===== config.mk =====
export PLATFORM = sky130hd
export DESIGN_NAME = inst_prefetch_reg
export DESIGN_NICKNAME = d
export VERILOG_FILES = /design/src/rtl/inst_prefetch_reg.sv
export SDC_FILE = /design/constraint.sdc
export NUM_CORES = 1
export LEC_CHECK = 0
export BUFFER_PORTS_ARGS = -buffer_cell sky130_fd_sc_hd__buf_4
export CORE_MARGIN = 2
export CORE_UTILIZATION = 55
export CTS_CLUSTER_SIZE = 20
export DETAILED_ROUTE_END_ITERATION = 7
export HOLD_SLACK_MARGIN = 0.12
export PLACE_DENSITY = 0.75
export SLEW_MARGIN = 0
export SYNTH_ARGS = -nofsm -noshare
export SYNTH_HDL_FRONTEND = slang
export SYNTH_SLANG_ARGS = --single-unit

===== constraint.sdc =====
create_clock -name clk -period 3.58 [get_ports clk]
set_clock_uncertainty 0.15 [all_clocks]
set_input_delay 0.358 -clock clk [delete_from_list [all_inputs] [get_ports clk]]
set_output_delay 0.358 -clock clk [all_outputs]
set_load 0.01 [all_outputs]

===== src/rtl/inst_prefetch_reg.sv =====
// Instruction prefetch register: DEPTH-entry byte queue feeding a current-instruction register.
// Latency: queue head -> inst_out 1 cycle; bypass load into an idle empty register 1 cycle.
// Backpressure: none to the bus; loads while full and holding a valid instruction are dropped and flagged in overflow.
//
// Ports:
//   clk, rst_n        - rising-edge clock, asynchronous active-low reset
//   data_in, ld_inst  - instruction byte from the data bus and its load strobe
//   advance, flush    - sequencer consume strobe and taken-branch discard
//   inst_out/_valid   - current instruction and its valid flag
//   full, count       - queue occupancy (excludes the current register)
//   overflow          - sticky dropped-load flag, cleared by reset or flush
//   led_ld            - combinational copy of ld_inst for the front panel
//   inst_class        - decoded class of inst_out (0 unless INST_CLASS_DECODE_EN is defined)
//
// Build option: define INST_CLASS_DECODE_EN to synthesise the instruction class decoder.

module inst_prefetch_reg #(
   parameter int WIDTH = 8,
   parameter int DEPTH = 4,
   parameter int CNT_W = $clog2(DEPTH + 1)
) (
   input  logic             clk,
   input  logic             rst_n,
   input  logic [WIDTH-1:0] data_in,
   input  logic             ld_inst,
   input  logic             advance,
   input  logic             flush,
   output logic [WIDTH-1:0] inst_out,
   output logic             inst_valid,
   output logic             full,
   output logic [CNT_W-1:0] count,
   output logic             overflow,
   output logic             led_ld,
   output logic [2:0]       inst_class
);

   localparam int PTR_W = $clog2(DEPTH);

   // Queue storage needs no reset: occupancy and pointers decide what is live.
   logic [WIDTH-1:0] mem_q [DEPTH];

   logic [PTR_W-1:0] wr_ptr_q, wr_ptr_d;
   logic [PTR_W-1:0] rd_ptr_q, rd_ptr_d;
   logic [CNT_W-1:0] count_q,  count_d;
   logic             full_q,   full_d;
   logic             valid_q,  valid_d;
   logic             ovf_q,    ovf_d;
   logic [WIDTH-1:0] inst_q,   inst_d;

   logic push;
   logic slot_free;
   logic q_empty;

   // ------------------------------------------------------------------
   // Next-state logic
   // ------------------------------------------------------------------
   always_comb begin
      wr_ptr_d  = wr_ptr_q;
      rd_ptr_d  = rd_ptr_q;
      count_d   = count_q;
      valid_d   = valid_q;
      ovf_d     = ovf_q;
      inst_d    = inst_q;
      push      = 1'b0;
      q_empty   = (count_q == '0);
      // The current register can take a new word if it is idle or being consumed.
      slot_free = !valid_q || advance;

      if (flush) begin
         // Taken branch: everything prefetched is stale; inst_out keeps its last value.
         wr_ptr_d = '0;
         rd_ptr_d = '0;
         count_d  = '0;
         valid_d  = 1'b0;
         ovf_d    = 1'b0;
      end else if (slot_free) begin
         if (!q_empty) begin
            // Head moves into the current register; a simultaneous load
            // always has room because a slot is being freed.
            inst_d   = mem_q[rd_ptr_q];
            valid_d  = 1'b1;
            rd_ptr_d = rd_ptr_q + PTR_W'(1);
            push     = ld_inst;
            if (!ld_inst) begin
               count_d = count_q - CNT_W'(1);
            end
         end else if (ld_inst) begin
            // Empty queue: bypass straight into the current register.
            inst_d  = data_in;
            valid_d = 1'b1;
         end else begin
            valid_d = 1'b0;
         end
      end else if (ld_inst) begin
         if (!full_q) begin
            push    = 1'b1;
            count_d = count_q + CNT_W'(1);
         end else begin
            ovf_d = 1'b1;
         end
      end

      if (push) begin
         wr_ptr_d = wr_ptr_q + PTR_W'(1);
      end

      full_d = (count_d == CNT_W'(DEPTH));
   end

   // ------------------------------------------------------------------
   // State registers
   // ------------------------------------------------------------------
   always_ff @(posedge clk or negedge rst_n) begin
      if (!rst_n) begin
         wr_ptr_q <= '0;
         rd_ptr_q <= '0;
         count_q  <= '0;
         full_q   <= 1'b0;
         valid_q  <= 1'b0;
         ovf_q    <= 1'b0;
         inst_q   <= '0;
      end else begin
         wr_ptr_q <= wr_ptr_d;
         rd_ptr_q <= rd_ptr_d;
         count_q  <= count_d;
         full_q   <= full_d;
         valid_q  <= valid_d;
         ovf_q    <= ovf_d;
         inst_q   <= inst_d;
      end
   end

   always_ff @(posedge clk) begin
      if (push) begin
         mem_q[wr_ptr_q] <= data_in;
      end
   end

   // ------------------------------------------------------------------
   // Instruction class decode (registered with inst_out)
   // ------------------------------------------------------------------
`ifdef INST_CLASS_DECODE_EN
   logic [2:0] class_q, class_d;

   function automatic logic [2:0] decode_class(input logic [7:0] op);
      logic [2:0] c;
      c = 3'd7;
      casez (op)
         8'b00??????: c = 3'd0;  // MOV8
         8'b01??????: c = 3'd1;  // SETAB
         8'b1000????: c = 3'd2;  // ALU
         8'b1001????: c = 3'd3;  // LOAD/STORE
         8'b1010????: c = 3'd4;  // MOV16/INC
         8'b11??????: c = 3'd5;  // GOTO/branch
         default:     c = 3'd7;  // reserved
      endcase
      return c;
   endfunction

   always_comb begin
      class_d = '0;
      if (valid_d) begin
         class_d = decode_class(inst_d[WIDTH-1 -: 8]);
      end
   end

   always_ff @(posedge clk or negedge rst_n) begin
      if (!rst_n) begin
         class_q <= '0;
      end else begin
         class_q <= class_d;
      end
   end

   assign inst_class = class_q;
`else
   assign inst_class = 3'd0;
`endif

   // ------------------------------------------------------------------
   // Outputs
   // ------------------------------------------------------------------
   assign inst_out   = inst_q;
   assign inst_valid = valid_q;
   assign full       = full_q;
   assign count      = count_q;
   assign overflow   = ovf_q;
   assign led_ld     = ld_inst;

endmodule

## Yosys cells after proc, flatten, opt, wreduce, memory -nomap -nowiden

Memories as Yosys holds them, arrays and structs flattened.
Cells that the tools add are included.

| word-level totals | value |
|---|---|
| register bits | 18 |
| RAM bits | 32 |
| bits of input ports | 13 |
| output and inout port bits | 18 |
| word-level logic and storage cells | 55 |
| memories | 1 |

Memories:

| name | words | bits a word | read ports | clocked after Yosys merged registers in | wr ports | RTL line | RTL |
|---|---|---|---|---|---|---|---|
| mem_q | 4 | 8 | 1 | 0 | 1 | 40 | `logic [WIDTH-1:0] mem_q [DEPTH];` |

| cells by class | value |
|---|---|
| add/subtract/negate cells | 4 |
| equal/unequal tests | 4 |
| multiplexer cells | 28 |
| bitwise operators | 1 |
| reductions and logical operators | 10 |

Operator list:

| operator | number |
|---|---|
| $mux 3 | 6 |
| $mux 8 | 2 |
| $mux 1 | 15 |
| $mux 2 | 5 |
| $reduce_bool 2->1 | 4 |
| $ne 2x2->1 const B | 3 |
| $reduce_and 3->1 | 2 |
| $add 2x1->2 const B | 2 |
| $add 3x1->3 const B | 1 |
| $eq 3x3->1 const B | 1 |
| $logic_not 3->1 | 1 |
| $sub 3x1->3 const B | 1 |
| $reduce_and 2->1 | 1 |
| $logic_not 1->1 | 1 |
| $logic_or 1x1->1 | 1 |
| $not 1->1 | 1 |

## Longest topological paths before layout

Gate-level depths: netlist of the first run.

| logic depth | value |
|---|---|
| word-level depth | 6 |
| mapped depth | 7 |
| depth with buffers taken out | 6 |

## Worst setup path before layout of the first run

OpenSTA, ideal clock, no wires.

| timing path | value |
|---|---|
| path type | register to register |
| from | register count_q[0] (netlist: count[0]) |
| to | memory mem_q[0][0], enable pin |
| library setup time | 0.332 ns |
| arrival | 1.611 ns |
| data required time | 3.098 ns |
| slack | 1.488 ns |
| stages on the path, launching flop included | 8 |
| buffers on the path | 1 |
| clock period less this slack | 2.092 ns |
| path through | dfrtp_1 -> inv_1 -> ha_1 -> or2b_1 -> clkbuf_8 -> o211ai_2 -> nor2_1 -> and2_1 |

| on the way | value |
|---|---|
| longest elaborated chain between the ends | 6 |

Ends and longest elaborated chain:

| element | RTL line | RTL |
|---|---|---|
| from (decl) | 44 | `logic [CNT_W-1:0] count_q, count_d;` |
| from (signal assigned) | 125 | `count_q <= count_d;` |
| $logic_not 3->1 | 65 | `q_empty = (count_q == '0);` |
| $mux 1 | 77 | `if (!q_empty) begin` |
| $mux 1 | 76 | `end else if (slot_free) begin` |
| $mux 1 | 69 | `if (flush) begin` |
| $mux 1 | 134 | `if (push) begin` |
| $mux 1 (not written as such) | 135 | `mem_q[wr_ptr_q] <= data_in;` |
| to (decl) | 40 |  |

Every way passes these cells.

## Worst setup path after layout of the first run

| timing path | value |
|---|---|
| from | register count_q[0] (netlist: count[0]) |
| to | memory mem_q[0][5], enable pin |

Same word-level chain as after synthesis.

==> results of run 1 <==
## what timing repair did
item | 4_1_cts | 5_1_grt
endpoints found under the hold margin | 37 | 0
setup endpoints to repair | 0 | 0
hold buffers | 8 | 0
## final timing paths
path	end	from	cells past startpoint	slack, ns
max	mem_q[0][5]	count[0]	6	1.17
min	mem_q[2][5]	data_in[5]	1	0.12
max reg2reg	mem_q[0][5]	count[0]	6	1.17
min reg2reg	overflow	overflow	2	0.37
max in group asynchronous	wr_ptr_q[1]	rst_n	2	2.79
min in group asynchronous	inst_out[7]	rst_n	2	0.29
## layout make-up
type	instances	area, µm²
fill	278	1360
tap	50	62.6
inverter	7	26.3
clock inverter	3	26.3
sequential	50	1410
timing repair buffer	35	283
multi-input combinational	91	759
clock buffer	5	68.8
## layout by cell type, fill, tap and decap left out
cell type / synthesis / layout
sky130_fd_sc_hd__and2_1: 4 / 4
sky130_fd_sc_hd__nand3_1: 1 / 1
sky130_fd_sc_hd__dlygate4sd3_1: 0 / 8
sky130_fd_sc_hd__nor2_1: 11 / 11
sky130_fd_sc_hd__edfxtp_1: 32 / 32
sky130_fd_sc_hd__nand4bb_1: 1 / 1
sky130_fd_sc_hd__mux2i_1: 2 / 2
sky130_fd_sc_hd__xor2_1: 1 / 1
sky130_fd_sc_hd__o32ai_1: 1 / 1
sky130_fd_sc_hd__inv_1: 7 / 7
sky130_fd_sc_hd__clkinv_4: 0 / 1
sky130_fd_sc_hd__dfrtp_1: 18 / 18
sky130_fd_sc_hd__a31oi_1: 2 / 2
sky130_fd_sc_hd__ha_1: 7 / 7
sky130_fd_sc_hd__mux2_2: 8 / 8
sky130_fd_sc_hd__clkbuf_8: 1 / 5
sky130_fd_sc_hd__nor3_4: 1 / 1
sky130_fd_sc_hd__inv_6: 0 / 2
sky130_fd_sc_hd__nand2b_1: 2 / 2
sky130_fd_sc_hd__xnor2_1: 3 / 3
sky130_fd_sc_hd__nor4b_2: 1 / 1
sky130_fd_sc_hd__buf_4: 5 / 27
sky130_fd_sc_hd__a21oi_1: 1 / 1
sky130_fd_sc_hd__nor2b_1: 2 / 2
sky130_fd_sc_hd__a32oi_1: 1 / 1
sky130_fd_sc_hd__o31ai_1: 1 / 1
sky130_fd_sc_hd__conb_1: 1 / 3
sky130_fd_sc_hd__and4bb_2: 1 / 1
sky130_fd_sc_hd__o211ai_2: 1 / 1
sky130_fd_sc_hd__or2b_1: 1 / 1
sky130_fd_sc_hd__a2bb2oi_1: 1 / 1
sky130_fd_sc_hd__mux4_2: 8 / 8
sky130_fd_sc_hd__a221oi_2: 1 / 1
sky130_fd_sc_hd__nand2_1: 24 / 24
sky130_fd_sc_hd__nand3b_1: 1 / 1
## cell families after synthesis
logic type	synth area share, %
AND/OR/NAND/NOR	11.3
adder cells (fa/ha/maj)	3.84
AO/OA/AOI/OAI	3.46
XOR/XNOR	1.54
other	0.165
buffers and inverters	5.05
flip-flops	61.9
multiplexers	12.7
## critical path, stage by stage (launching register included)
cell and delay, ns:
sky130_fd_sc_hd__dfrtp_1 0.40, sky130_fd_sc_hd__inv_1 0.11, sky130_fd_sc_hd__ha_1 0.23, sky130_fd_sc_hd__or2b_1 0.44, sky130_fd_sc_hd__o211ai_2 0.17, sky130_fd_sc_hd__nor2_1 0.19
sky130_fd_sc_hd__and2_1 0.39
## per-layer routing
metal / vias up / global-route usage [%]
met1: 656 / 33.4
met3: 6 / 6.09
met5: - / 0
met2: 59 / 31.3
li1: 619 / -
met4: 0 / 6.75
## per-stage QoR
step	total power [W]	area [µm²]	utilization [%]	setup slack (ns)
floorplan	0.00125	2290	-	1.49
global placement	0.00140	2460	61.6	1.31
detailed placement	0.00142	2460	61.6	1.16
CTS	0.00177	2640	65.9	1.16
global route	0.00187	2640	65.9	0.960
finish	0.00176	2640	65.9	1.17
## report_power, final
group	switching (W)	internal (W)	leakage, nW	total (W)
clock network	0.000200	0.000144	0.0491	0.000344
logic	0.000318	0.000306	0.490	0.000623
registers	0.0000835	0.000713	0.519	0.000796
## sequential cells by signal (all words and copies together) (netlist names)
name,flops
rd_ptr_q,2
overflow,1
full,1
wr_ptr_q,2
inst_valid,1
mem_q,32
count,3
inst_out,8
==> results.toml, run 1 <==
[drt]
ant_nets = 0
first_pass_iters = 4
wl_um = 4430
top_signal_layer_used = "met4"
remaining_drc_errors = 0
dr.first_iter.drc_count = 109
met2_wirelength_um = 2070
routed-wl-met3_um = 325
route.detailed.vias_per_inst = 5.56
route.layer.met1.wl_um = 1980
num_vias = 1340
routed_wire_length_per_instance_um = 18.4

[synth]
synth-seq-cells = 50
yosys.area.top_type = "sky130_fd_sc_hd__edfxtp_1"
postSynthAreaPerCell_um2 = 14.6
synthTopCellsByArea = "sky130_fd_sc_hd__edfxtp_1 (42%), sky130_fd_sc_hd__dfrtp_1 (20%), sky130_fd_sc_hd__mux4_2 (7.9%), sky130_fd_sc_hd__mux2_2 (4.0%), sky130_fd_sc_hd__nand2_1 (4.0%)"
synth_edf_count = 32
post_synth_inst_count = 156
synth_common_cells = "sky130_fd_sc_hd__edfxtp_1 (32), sky130_fd_sc_hd__nand2_1 (24), sky130_fd_sc_hd__dfrtp_1 (18)"
postSynth.topFlopCell = "sky130_fd_sc_hd__edfxtp_1"
proportion_of_synthesized_flip_flops_having_asynchronous_set_or_reset_pct = 36.0
synthMostInstantiatedCell = "sky130_fd_sc_hd__edfxtp_1"
syn-cell-area_um2 = 2280
netlist.area_leader.share_pct = 42.2
yosys_warnings = 0
number_of_distinct_library_cells_after_synthesis = 34
synth-seq-area-share_pct = 61.9

[clocking]
cts.repair.resized = 0
clock_sink_count = 50
tritoncts = "yes"
worst_setup_hold_path_clk_slew_ns = 0.09
clk_root_buffer_cell = "sky130_fd_sc_hd__clkbuf_8"
clock_tree.buffer_depth = 2
clock_latency_ns = 0.31
cts-buffers-inserted = 5
post_cts.repair.setup_buffers = 0
clock_tree.htree_level_count = 2

[sta]
report.final.hold_viol_count = 0
rsz0062_at_grt = "no"
timing.final.setup_violations = 0
layout_min_cycle_time_ns = 2.41
max_freq_ghz = 0.415
max-slew-margin-rel_pct = 52.3
slew_of_the_pin_with_the_lowest_slew_margin_ns = 0.714
finalHoldWorstSlack_ns = 0.124
final.period_utilization_pct = 67.3
totalNegativeSetupSlack_ns = 0
maxSlewViolCount = 0

[place]
io_buffers = 27
place_congestion = 0.773
place_inst = 225
hpwlAfterDp_um = 3190

[floorplanning]
die_area_um2 = 4670
die-height_um = 68.4
floorplan.rows = 23
floorplan.initialDensity_pct = 57.0
chipWidth_um = 68.4
core_region_area_um2 = 4000
boundaryPins = 31

[power]
power.density_nw_per_um2 = 669
vdd.ir_drop.worst_mv = 0.375
cellLeakagePower_nw = 1.06

[setup_path]
crit_arrival_ns = 2.24
worst-path-max-fanout = 13
critical_path_class = "flop to flop"
critPathRequiredTime_ns = 3.41
critical_path_endpoint_category = "flop"
crit_path_start_kind = "flop"

[flow_run]
cap_violations = 0

[finish]
layout.nets = 210
final_layout_size_suffix_gt1_share_pct = 29.3
layoutNonFillerInstCount = 241
diodes = 0
area.growth.synth_to_final_pct = 15.8

[run_status]
outcome = "finished clean"

[global_route]
via_count_of_the_first_global_routing_pass = 1359
grt_use_total_pct = 22.1
grt.overflow.total = 0
grt_antenna_before_repair = 0
wire_length_of_the_first_global_routing_pass_um = 7170
grt_max_degree = 19

[min_path]
class_of_the_tightest_hold_or_removal_check = "primary input to flop"
Note: power is estimated with default switching activity, not from simulation.
==> run 2: changes to the inputs <==
- CORE_UTILIZATION: 55 -> 51
- PLACE_DENSITY: 0.75 -> 0.73
- clock period: 3.58 -> 2.2 ns (I/O delays scaled with it)
==> run 2 against run 1 <==
Effect of this change:
- clock power up 90%
- utilization down 2.0 points
- first-iteration DRC count down 15%
- via count down 0.30%
- count of clock-buffer cells in the layout up 2
- non-clock buffer count up 12
- cell count up 5.8%
- critical endpoint is now inst_out[7]
- highest routed layer unchanged
==> results.toml, run 2 (same netlist as run 1, synthesis figures left out) <==
[sta]
timing.final.setup_violations = 0
layout_min_cycle_time_ns = 2.06
final.period_utilization_pct = 93.5
report.final.hold_viol_count = 0
max_freq_ghz = 0.486
maxSlewViolCount = 0
rsz0062_at_grt = "yes"

[setup_path]
critical-path-top-delay-family = "simple AND/OR/NAND/NOR gates"
worst-path-max-fanout = 6
path_cells = "inv_1, ha_1, or2b_1, nor2_1, nor3_4, buf_4, mux2_2"
critical_path_endpoint_category = "flop"
crit_arrival_ns = 2.09
critical_path_class = "flop to flop"
path_buf_inv = 2
worst_path_largest_cell_delay_ns = 0.41
reg2reg_from = "count[0]"
critPathRequiredTime_ns = 2.24
critical_path.startpoint = "count[0]"
critical_path.slowest_cell = "sky130_fd_sc_hd__dfrtp_1"
crit_path_start_kind = "flop"

[drt]
remaining_drc_errors = 0
route.detailed.vias_per_inst = 5.24
ant_nets = 0
wl_um = 4220
dr.first_iter.drc_count = 93
first_pass_iters = 4
num_vias = 1336
routed_wire_length_per_instance_um = 16.6

[floorplanning]
die_area_um2 = 5020
floorplan.initialDensity_pct = 52.7
boundaryPins = 31
core_region_area_um2 = 4320
die-height_um = 70.8
floorplan.rows = 24
chipWidth_um = 70.8

[clocking]
clock_latency_ns = 0.30
clock_tree.htree_level_count = 2
cts-buffers-inserted = 5
worst_setup_hold_path_clk_slew_ns = 0.08
clock_tree.buffer_depth = 2
tritoncts = "yes"
clock_sink_count = 50
clk_root_buffer_cell = "sky130_fd_sc_hd__clkbuf_8"

[finish]
final.fill_count = 332
multi_input_comb_area_um2 = 764
max_flop_register = "mem_q"
largest_register_ffs = 32
utilization_pct = 63.9
final_common_cell = "sky130_fd_sc_hd__buf_4"
area.growth.synth_to_final_pct = 21.3
layout.cells.most_common_list = "sky130_fd_sc_hd__buf_4 (36), sky130_fd_sc_hd__edfxtp_1 (32), sky130_fd_sc_hd__nand2_1 (24)"
finalInstanceArea_um2 = 2760
register_area_um2 = 1410
diodes = 0
layout.nets = 222
final_layout_size_suffix_gt1_share_pct = 33.5

[place]
io_buffers = 27
place_congestion = 0.798
hpwlAfterDp_um = 2960
place_area_um2 = 2520

[global_route]
grt.overflow.total = 0
grt_antenna_before_repair = 0
grt_use_total_pct = 18.6
grt_max_degree = 19
via_count_of_the_first_global_routing_pass = 1390
wire_length_of_the_first_global_routing_pass_um = 6950

[power]
power.density_nw_per_um2 = 1110
vdd.ir_drop.worst_mv = 0.607
cellLeakagePower_nw = 1.13

[flow_run]
cap_violations = 0

[min_path]
class_of_the_tightest_hold_or_removal_check = "primary input to flop"
hold_path.startpoint = "advance"

[run_status]
outcome = "finished clean"
[run 2: cell types whose count changed in the layout (fill, tap and decap cells not counted)]
cell,change
sky130_fd_sc_hd__buf_4,+9
sky130_fd_sc_hd__and2_1,-4
sky130_fd_sc_hd__and2_2,+4
sky130_fd_sc_hd__dlygate4sd3_1,+3
sky130_fd_sc_hd__inv_6,-2
sky130_fd_sc_hd__bufinv_16,+1
sky130_fd_sc_hd__clkbuf_1,+1
sky130_fd_sc_hd__clkbuf_8,+1
sky130_fd_sc_hd__clkinv_4,-1
[run 2: what timing repair did]
| action | CTS | global route |
|---|---|---|
| gates resized for setup | 2 | 2 |
| hold buffers | 11 | 0 |
| gates cloned | 0 | 0 |
| pin swaps | 0 | 1 |
| setup buffers | 0 | 2 |
| endpoints found under the hold margin | 60 | 0 |
| setup endpoints to repair | 5 | 27 |
[run 2: path summary, 6_finish.rpt]
check	end	slack, ns	cells past startpoint
worst max-delay path	inst_out[7]	0.14	7
worst max register to register	inst_out[7]	0.14	7
min in group asynchronous	inst_out[1]	0.18	2
worst min register to register	overflow	0.36	2
max in group asynchronous	wr_ptr_q[0]	1.50	2
worst min-delay path	inst_valid	0.17	3
[run 2: per-stage QoR]
step                setup slack [ns]  cells  total power (W)  setup TNS [ns]  hold WS [ns]
floorplan                      0.108    158          0.00203               0        -0.226
detailed placement          -0.00514    234          0.00241         -0.0396       -0.0415
CTS                           0.0181    253          0.00308               0         0.159
finish                         0.143    255          0.00306               0         0.169
global route                -0.00533    255          0.00325         -0.0119         0.186
global placement              0.0959    234          0.00237               0       -0.0455
[run 2: report_power, final]
part	internal (W)	switching (W)
logic	0.000586	0.000561
clock network	0.000371	0.000282
registers	0.00116	0.000103
total	0.00212	0.000947
[run 2: worst min-delay path, delay by kind of cell]
family / cells / cell delay, ns
buffers and inverters: 1 / 0.10
and+or+nand+nor: 1 / 0.17
AOI/OAI and AO/OA: 1 / 0.09
[run 2: cell type report]
class                      instances  area share, %
timing repair buffer              47           13.8
sequential                        50           51.1
inverter                           7          0.951
tap                               52           2.35
clock inverter                     1           1.09
multi-input combinational         91           27.7
clock buffer                       7           3.12
[run 2: metal layers]
layer	up-vias	share of wire (%)	GRT usage, %
met1	661	44	23.7
met2	27	50	30.1
met3	9	4.0	5.41
li1	639	-	-
met5	-	0	0
met4	0	2.1	7.76
==> run 3: changes to the inputs <==
- clock period: 2.2 -> 1.8 ns (I/O delays scaled with it)
==> run 3 against run 2 <==
Effect of this change:
- the flow now finishes with violations (setup timing)
- via count rose by 4.9%
- clock power rose by 20%
- worst hold slack worse by 0.047 ns
- non-clock buffer count grew 11
- setup slack lost 0.31 ns
- sequential power grew 22%
- utilization increased by 4.6 points
- flip-flop and latch count stayed put
- register-to-register slack lost 0.31 ns
- critical endpoint is now full
- largest power group is now combinational cells
==> results.toml, run 3 (same netlist as run 1, synthesis figures left out) <==
[floorplanning]
chipWidth_um = 70.8
core_region_area_um2 = 4320
floorplan.initialDensity_pct = 52.7
boundaryPins = 31
die-height_um = 70.8
floorplan.rows = 24
die_area_um2 = 5020

[global_route]
via_count_of_the_first_global_routing_pass = 1547
grt_antenna_before_repair = 0
grt_max_degree = 19
wire_length_of_the_first_global_routing_pass_um = 7890
grt.overflow.total = 0
grt_use_total_pct = 21.1

[power]
cellLeakagePower_nw = 1.22
cell_internal_pwr_w = 0.00283
power.density_nw_per_um2 = 1410
vdd.ir_drop.worst_mv = 0.790
comb_power_share_pct = 44.4
power.clock.fraction_pct = 18.7
switching_share_pct = 32.3
power_frac_seq_pct = 36.8
switchingPower_w = 0.00135

[sta]
worst_slack_ns = -0.163
totalNegativeSetupSlack_ns = -3.06
layout_min_cycle_time_ns = 1.96
timing.final.setup_violations = 35
max_freq_ghz = 0.509
report.final.hold_viol_count = 0
final.period_utilization_pct = 109
rsz0062_at_grt = "yes"
maxSlewViolCount = 0

[flow_run]
cap_violations = 0

[setup_path]
path_cells = "inv_2, ha_4, or2b_4, buf_6, a32oi_1, a221oi_2, nor4b_2"
critical_path_class = "flop to flop"
worst_path_largest_cell_delay_ns = 0.41
crit_path_start_kind = "flop"
critical_path.slowest_cell = "sky130_fd_sc_hd__dfrtp_1"
worst-path-max-fanout = 3
crit_arrival_ns = 2.02
critPathRequiredTime_ns = 1.86
critical_path_endpoint_category = "flop"

[drt]
dr.first_iter.drc_count = 145
ant_nets = 0
first_pass_iters = 4
num_vias = 1402
routed_wire_length_per_instance_um = 18.3
remaining_drc_errors = 0
wl_um = 4870
route.detailed.vias_per_inst = 5.27

[clocking]
clock_tree.buffer_depth = 2
clk_root_buffer_cell = "sky130_fd_sc_hd__clkbuf_8"
clock_tree.htree_level_count = 2
clock_latency_ns = 0.31
clock_sink_count = 50
cts-buffers-inserted = 5
worst_setup_hold_path_clk_slew_ns = 0.09
tritoncts = "yes"

[place]
place_congestion = 0.731
io_buffers = 27
preCtsSetupSlack_ns = -0.207
place_area_um2 = 2630
hpwlAfterDp_um = 3070

[finish]
max_flop_register = "mem_q"
diodes = 0
largest_register_ffs = 32
final_common_cell = "sky130_fd_sc_hd__buf_4"
layout.nets = 233
area.growth.synth_to_final_pct = 30.0
final_layout_size_suffix_gt1_share_pct = 41.1
finalInstanceArea_um2 = 2960
layout.cells.most_common_list = "sky130_fd_sc_hd__buf_4 (42), sky130_fd_sc_hd__edfxtp_1 (32), sky130_fd_sc_hd__nand2_1 (24)"

[run_status]
violations_in_the_final_reports = "setup timing"
outcome = "finished with violations"

[min_path]
class_of_the_tightest_hold_or_removal_check = "primary input to asynchronous set/reset pin"
run 3: power by group through the flow:
stage               logic [W]  registers [W]  clock network (W)
floorplan            0.000978        0.00160                  0
global placement      0.00153        0.00155                  0
detailed placement    0.00157        0.00155                  0
CTS                   0.00178        0.00154           0.000781
global route          0.00200        0.00156           0.000847
finish                0.00185        0.00154           0.000782
run 3: through the flow:
stage / power (W) / utilization, % / hold WS, ns / instances
after global routing: 0.00441 / 68.5 / 0.136 / 266
after detailed placement: 0.00313 / 60.7 / -0.0753 / 241
after global placement: 0.00308 / 60.7 / -0.0828 / 241
final: 0.00417 / 68.5 / 0.122 / 266
after CTS: 0.00409 / 67.8 / 0.137 / 265
after floorplan: 0.00257 / - / -0.266 / 158
run 3: critical path, delay by kind of cell (launching register included):
family                     cells  cell delay (ns)
buffers and inverters          2             0.23
and+or+nand+nor                2             0.56
DFF                            1             0.41
adders and majority gates      1             0.13
AOI/OAI and AO/OA              2             0.39
run 3: what timing repair did:
action,in CTS,in global routing
pin swaps,9,6
setup endpoints to repair,43,44
hold endpoints to repair,68,0
hold buffers,11,0
buffers inserted,5,1
gates resized for setup,11,5
run 3: layout make-up:
class,instances,area (µm²)
sequential,50,1410
fill,310,1360
multi-input combinational,91,863
timing repair buffer,58,490
clock buffer,6,72.6
tap,52,65.1
clock inverter,2,33.8
inverter,7,26.3
run 3: final timing paths:
| check | end | depth (start not counted) | slack, ns | from |
|---|---|---|---|---|
| worst max-delay path | full | 7 | -0.16 | count[1] |
| worst min-delay path | inst_out[5] | 2 | 0.12 | rst_n |
| worst max register to register | full | 7 | -0.16 | count[1] |
| worst min register to register | overflow | 2 | 0.35 | overflow |
| max in group asynchronous | count[1] | 2 | 1.16 | rst_n |
| min in group clk | inst_valid | 3 | 0.14 | advance |
run 3: routing by layer:
layer  global-route usage [%]  routed length [µm]  vias up
li1                         -                   -      660
met1                     28.1                2110      702
met2                     33.3                2470       31
met3                     5.13                 197        9
met4                     9.64                  93        0
met5                        0                   0        -
